===== src/rtl/td4_sequencer.sv =====
// td4_sequencer: multi-cycle fetch/execute control unit for the TD4 4-bit
// A/B/C-register datapath. Owns pc, ir, carry flag and a retired counter.
module td4_sequencer #(
  parameter int CNT_W        = 16,
  parameter int IMEM_TIMEOUT = 15
) (
  input  logic             clk,
  input  logic             n_reset,
  input  logic             run,
  input  logic             step,
  output logic             imem_req,
  output logic [3:0]       imem_addr,
  input  logic             imem_ack,
  input  logic [7:0]       imem_rdata,
  input  logic             alu_carry,
  output logic             select_a,
  output logic             select_b,
  output logic             load0,
  output logic             load1,
  output logic             load2,
  output logic [3:0]       im,
  output logic             cf,
  output logic             busy,
  output logic             halted,
  output logic             fault,
  output logic [CNT_W-1:0] retired
);

  // Timer only needs to reach IMEM_TIMEOUT-1.
  localparam int TW = (IMEM_TIMEOUT > 1) ? $clog2(IMEM_TIMEOUT) : 1;

  typedef enum logic [2:0] {
    S_STOP  = 3'd0,
    S_FETCH = 3'd1,
    S_EXEC  = 3'd2,
    S_HALT  = 3'd3,
    S_FAULT = 3'd4
  } state_t;

  state_t           state_q, state_d;
  logic [3:0]       pc_q, pc_d;
  logic [7:0]       ir_q, ir_d;
  logic             cf_q, cf_d;
  logic [TW-1:0]    timer_q, timer_d;
  logic [CNT_W-1:0] retired_q, retired_d;

  logic [3:0] op;
  logic [1:0] dst, src;
  logic [3:0] pc_inc;

  assign op     = ir_q[7:4];
  assign dst    = op[3:2];
  assign src    = op[1:0];
  assign pc_inc = pc_q + 4'd1;

  // State and architectural registers, synchronous active-low reset.
  always_ff @(posedge clk) begin
    if (!n_reset) begin
      state_q   <= S_STOP;
      pc_q      <= 4'd0;
      ir_q      <= 8'h00;
      cf_q      <= 1'b0;
      timer_q   <= '0;
      retired_q <= '0;
    end else begin
      state_q   <= state_d;
      pc_q      <= pc_d;
      ir_q      <= ir_d;
      cf_q      <= cf_d;
      timer_q   <= timer_d;
      retired_q <= retired_d;
    end
  end

  // Next-state logic plus the EXEC-cycle decode that drives the datapath.
  always_comb begin
    state_d   = state_q;
    pc_d      = pc_q;
    ir_d      = ir_q;
    cf_d      = cf_q;
    timer_d   = timer_q;
    retired_d = retired_q;
    imem_req  = 1'b0;
    select_a  = 1'b0;
    select_b  = 1'b0;
    load0     = 1'b0;
    load1     = 1'b0;
    load2     = 1'b0;

    case (state_q)
      S_STOP: begin
        if (run || step) state_d = S_FETCH;
      end

      S_FETCH: begin
        imem_req = 1'b1;
        if (imem_ack) begin
          ir_d    = imem_rdata;
          timer_d = '0;
          state_d = S_EXEC;
        end else if (IMEM_TIMEOUT != 0) begin
          if (timer_q == TW'(IMEM_TIMEOUT - 1)) state_d = S_FAULT;
          else                                  timer_d = timer_q + TW'(1);
        end
      end

      S_EXEC: begin
        if (retired_q != '1) retired_d = retired_q + CNT_W'(1);
        pc_d    = pc_inc;
        state_d = run ? S_FETCH : S_STOP;
        if (op < 4'd12) begin
          // MOV/ADD: destination in op[3:2], source in op[1:0].
          {select_b, select_a} = src;
          load0 = (dst == 2'd0);
          load1 = (dst == 2'd1);
          load2 = (dst == 2'd2);
          cf_d  = alu_carry;
        end else begin
          case (src)
            2'd1: begin              // HLT: pc and cf frozen
              pc_d    = pc_q;
              state_d = S_HALT;
            end
            2'd2: begin              // JNC on the carry from before this EXEC
              if (!cf_q) pc_d = ir_q[3:0];
              cf_d = 1'b0;
            end
            2'd3: begin              // JMP
              pc_d = ir_q[3:0];
              cf_d = 1'b0;
            end
            default: cf_d = 1'b0;    // NOP
          endcase
        end
      end

      S_HALT, S_FAULT: ;

      default: state_d = S_STOP;
    endcase
  end

  assign imem_addr = pc_q;
  assign im        = ir_q[3:0];
  assign cf        = cf_q;
  assign retired   = retired_q;
  assign busy      = (state_q == S_FETCH) || (state_q == S_EXEC);
  assign halted    = (state_q == S_HALT);
  assign fault     = (state_q == S_FAULT);

endmodule


===== config.mk =====
export PLATFORM = sky130hd
export DESIGN_NAME = td4_sequencer
export DESIGN_NICKNAME = d
export VERILOG_FILES = /design/src/rtl/td4_sequencer.sv
export SDC_FILE = /design/constraint.sdc
export NUM_CORES = 1
export LEC_CHECK = 0
export ABC_AREA = 1
export BUFFER_PORTS_ARGS = -buffer_cell sky130_fd_sc_hd__buf_2
export CAP_MARGIN = 30
export CORE_AREA = 2 2 81 83
export DETAILED_ROUTE_END_ITERATION = 10
export DIE_AREA = 0 0 83 85
export GPL_TIMING_DRIVEN = 0
export HOLD_SLACK_MARGIN = 0.1
export PLACE_DENSITY = 0.64
export SYNTH_ARGS = -nofsm -noshare
export SYNTH_HDL_FRONTEND = slang
export SYNTH_SLANG_ARGS = --single-unit

===== constraint.sdc =====
create_clock -name clk -period 1.6 [get_ports clk]
set_clock_uncertainty 0.15 [all_clocks]
set_input_delay 0.32 -clock clk [delete_from_list [all_inputs] [get_ports clk]]
set_output_delay 0.32 -clock clk [all_outputs]
set_load 0.05 [all_outputs]

==> flow_metrics.py <==
metrics = {
    "outcome": {
        "status": "finished, violations left",
        "failed_checks": "setup timing",
    },
    "timing": {
        "maxSlewViolCount": 0,
        "rsz0062_at_grt": "yes",
        "max_slew.worst_pin.slew_ps": 634,
        "fin_setup_tns_ps": -4180,
        "finalSetupViolations": 35,
        "fmax_mhz": 547,
        "fin_crit_sh_pct": 114,
        "hold_violations": 0,
        "slew_headroom_pct": 57.8,
        "fin_ws_ps": -228,
        "min_period_ps": 1830,
    },
    "power": {
        "ir_drop_mv": 0.522,
        "powerDensity_nw_per_um2": 881,
        "leakagePower_nw": 1.19,
    },
    "global_routing": {
        "grtUsageTotal_pct": 16.0,
        "grt.overflow.total": 0,
        "grt_max_degree": 13,
        "grt_antenna_before_repair": 0,
        "grt_pass1_wl_mm": 9.25,
        "grt_pass1_vias": 2046,
    },
    "drt": {
        "drtIter0Drc": 69,
        "via_per_inst": 4.76,
        "routed_wirelength_mm": 5.27,
        "first_pass_iters": 4,
        "drcViolationCount": 0,
        "vias": 2151,
        "wl_per_cell_um": 11.7,
        "drtAntennaViolNets": 0,
    },
    "placed_design": {
        "place_ws_ps": -223,
        "place.gp.congestion": 0.901,
        "post-dp-hpwl_mm": 3.87,
        "placement.io_buffers": 46,
        "place_inst": 429,
    },
    "synthesis": {
        "avgSynthCellArea_um2": 6.90,
        "synth_seq_area_share_pct": 34.1,
        "synth-warning-count": 0,
        "synth_cells": 306,
        "synth-seq-cells": 36,
        "yosysUniqueCellTypes": 35,
        "synth.net_count": 324,
        "netlist_area_um2": 2110,
    },
    "setup_path": {
        "cp-end-kind": "primary output",
        "cp_max_fo": 3,
        "crit_path_start_kind": "register",
        "cp.arrival_ps": 1360,
        "path_class": "reg2out",
        "worstPathRequired_ps": 1130,
    },
    "layout": {
        "fin_nets": 392,
        "final_cells": 452,
        "final_util_pct": 46.7,
        "drive_above_1_share_pct": 40.0,
        "final_cell_mix": "72 x nand2_1, 38 x buf_2, 30 x nor2_1",
        "multi_input_area_um2": 1320,
        "final_common_cell": "nand2_1",
        "synthToLayoutAreaGrowth_pct": 37.3,
        "antenna_cells": 0,
        "final-seq-area_um2": 756,
        "fill_cells": 610,
    },
    "clock_network": {
        "cts_num_sinks": 36,
        "cts.clk_slew.worst_paths_ps": 80,
        "clock_latency_ps": 290,
        "htree_levels": 2,
        "cts_tree": "done",
        "cts_buffer_depth": 2,
        "cts-root-buf": "clkbuf_8",
        "numCtsBuffers": 5,
    },
    "die": {
        "rows": 29,
        "core_um2": 6200,
        "dieArea_um2": 7060,
        "die_width_um": 83,
        "ios": 48,
        "start_util_pct": 34.0,
        "die_y_um": 85,
    },
    "run": {
        "maxCapViolCount": 0,
    },
    "worst_hold_path": {
        "hold_class": "in2reg",
    },
}
where the power goes:
group	switching [W]	internal, W
clock network	0.000343	0.000398
logic	0.000506	0.000288
registers	0.0000586	0.000960
total	0.000907	0.00165
metal layers:
metal / part of all wire [%] / vias up / track usage (%) / wire length (um)
met2: 48 / 53 / 26.7 / 2520
li1: - / 1125 / - / -
met3: 4.7 / 9 / 3.70 / 249
met1: 46 / 964 / 20.3 / 2400
met4: 1.9 / 0 / 5.81 / 99
met5: 0 / - / 0 / 0
per-stage QoR:
stage | total power [W] | hold slack (ps) | cell area, um2
after floorplan | 0.00157 | 290 | 2250
after global placement | 0.00170 | 312 | 2580
after detailed placement | 0.00171 | 322 | 2580
after CTS | 0.00257 | 102 | 2880
after global routing | 0.00271 | 115 | 2900
final | 0.00255 | 113 | 2900
final timing paths:
kind | to | slack [ps] | cells past startpoint | from
setup / recovery | busy | -230 | 5 | state_q[2]
hold / removal | ir_q[2] | 110 | 3 | imem_rdata[2]
setup reg to reg | retired[7] | -180 | 9 | state_q[2]
hold reg to reg | ir_q[1] | 330 | 2 | ir_q[1]
logic make-up after synthesis:
kind of cell / Yosys count / synth area share, %
simple gates: 158 / 34.4
compound gates: 55 / 14.8
flops: 36 / 34.1
fa+ha+maj: 4 / 2.37
buf+inv: 42 / 9.77
xor+xnor: 11 / 4.56
worst max-delay path, cell delays in order, from the launching register on:
cell,delay (ps)
dfxtp_4,360
buf_4,140
nor3_4,260
inv_2,80
nand2_4,80
buf_8,140
Yosys cell counts (all sizes together):
master | number | share of area [%]
a21oi | 32 | 9.0
xnor2 | 4 | 1.7
nand3 | 16 | 3.8
nand4 | 7 | 2.1
o21bai | 1 | 0.36
clkbuf | 1 | 0.18
ha | 4 | 2.4
nor3 | 8 | 2.7
dfxtp | 36 | 34
o21ai | 20 | 4.7
or2 | 3 | 0.89
o22ai | 1 | 0.30
o21a | 1 | 0.36
nor2 | 39 | 8.5
nand2 | 84 | 16
inv | 31 | 5.9
clkinv | 1 | 0.18
xor2 | 7 | 2.9
buf | 9 | 3.6
nand3b | 1 | 0.36
state kept, by name, indices dropped and copies added, names as in the netlist:
| signal | count |
|---|---|
| state_q | 3 |
| imem_addr | 4 |
| cf | 1 |
| timer_q | 4 |
| retired | 16 |
| ir_q | 8 |
area by class of cell:
| type | count | share of cell area (%) |
|---|---|---|
| multi-input cells | 228 | 45.4 |
| clock inverters | 2 | 0.431 |
| inverters | 32 | 4.49 |
| repair buffers | 61 | 14.2 |
| flip-flops and latches | 36 | 26.1 |
| plain buffers | 10 | 2.93 |
| well taps | 77 | 3.32 |
| clock buffers | 6 | 3.24 |
what timing repair did:
| item | CTS | global route |
|---|---|---|
| gates resized for setup | 33 | 4 |
| hold buffers | 0 | 0 |
| cloned | 1 | 0 |
| pin swaps | 9 | 3 |
| endpoints found under the setup margin | 30 | 42 |
| buffers inserted | 13 | 1 |
| endpoints found under the hold margin | 0 | 0 |
(Power assumes the default switching activity.)
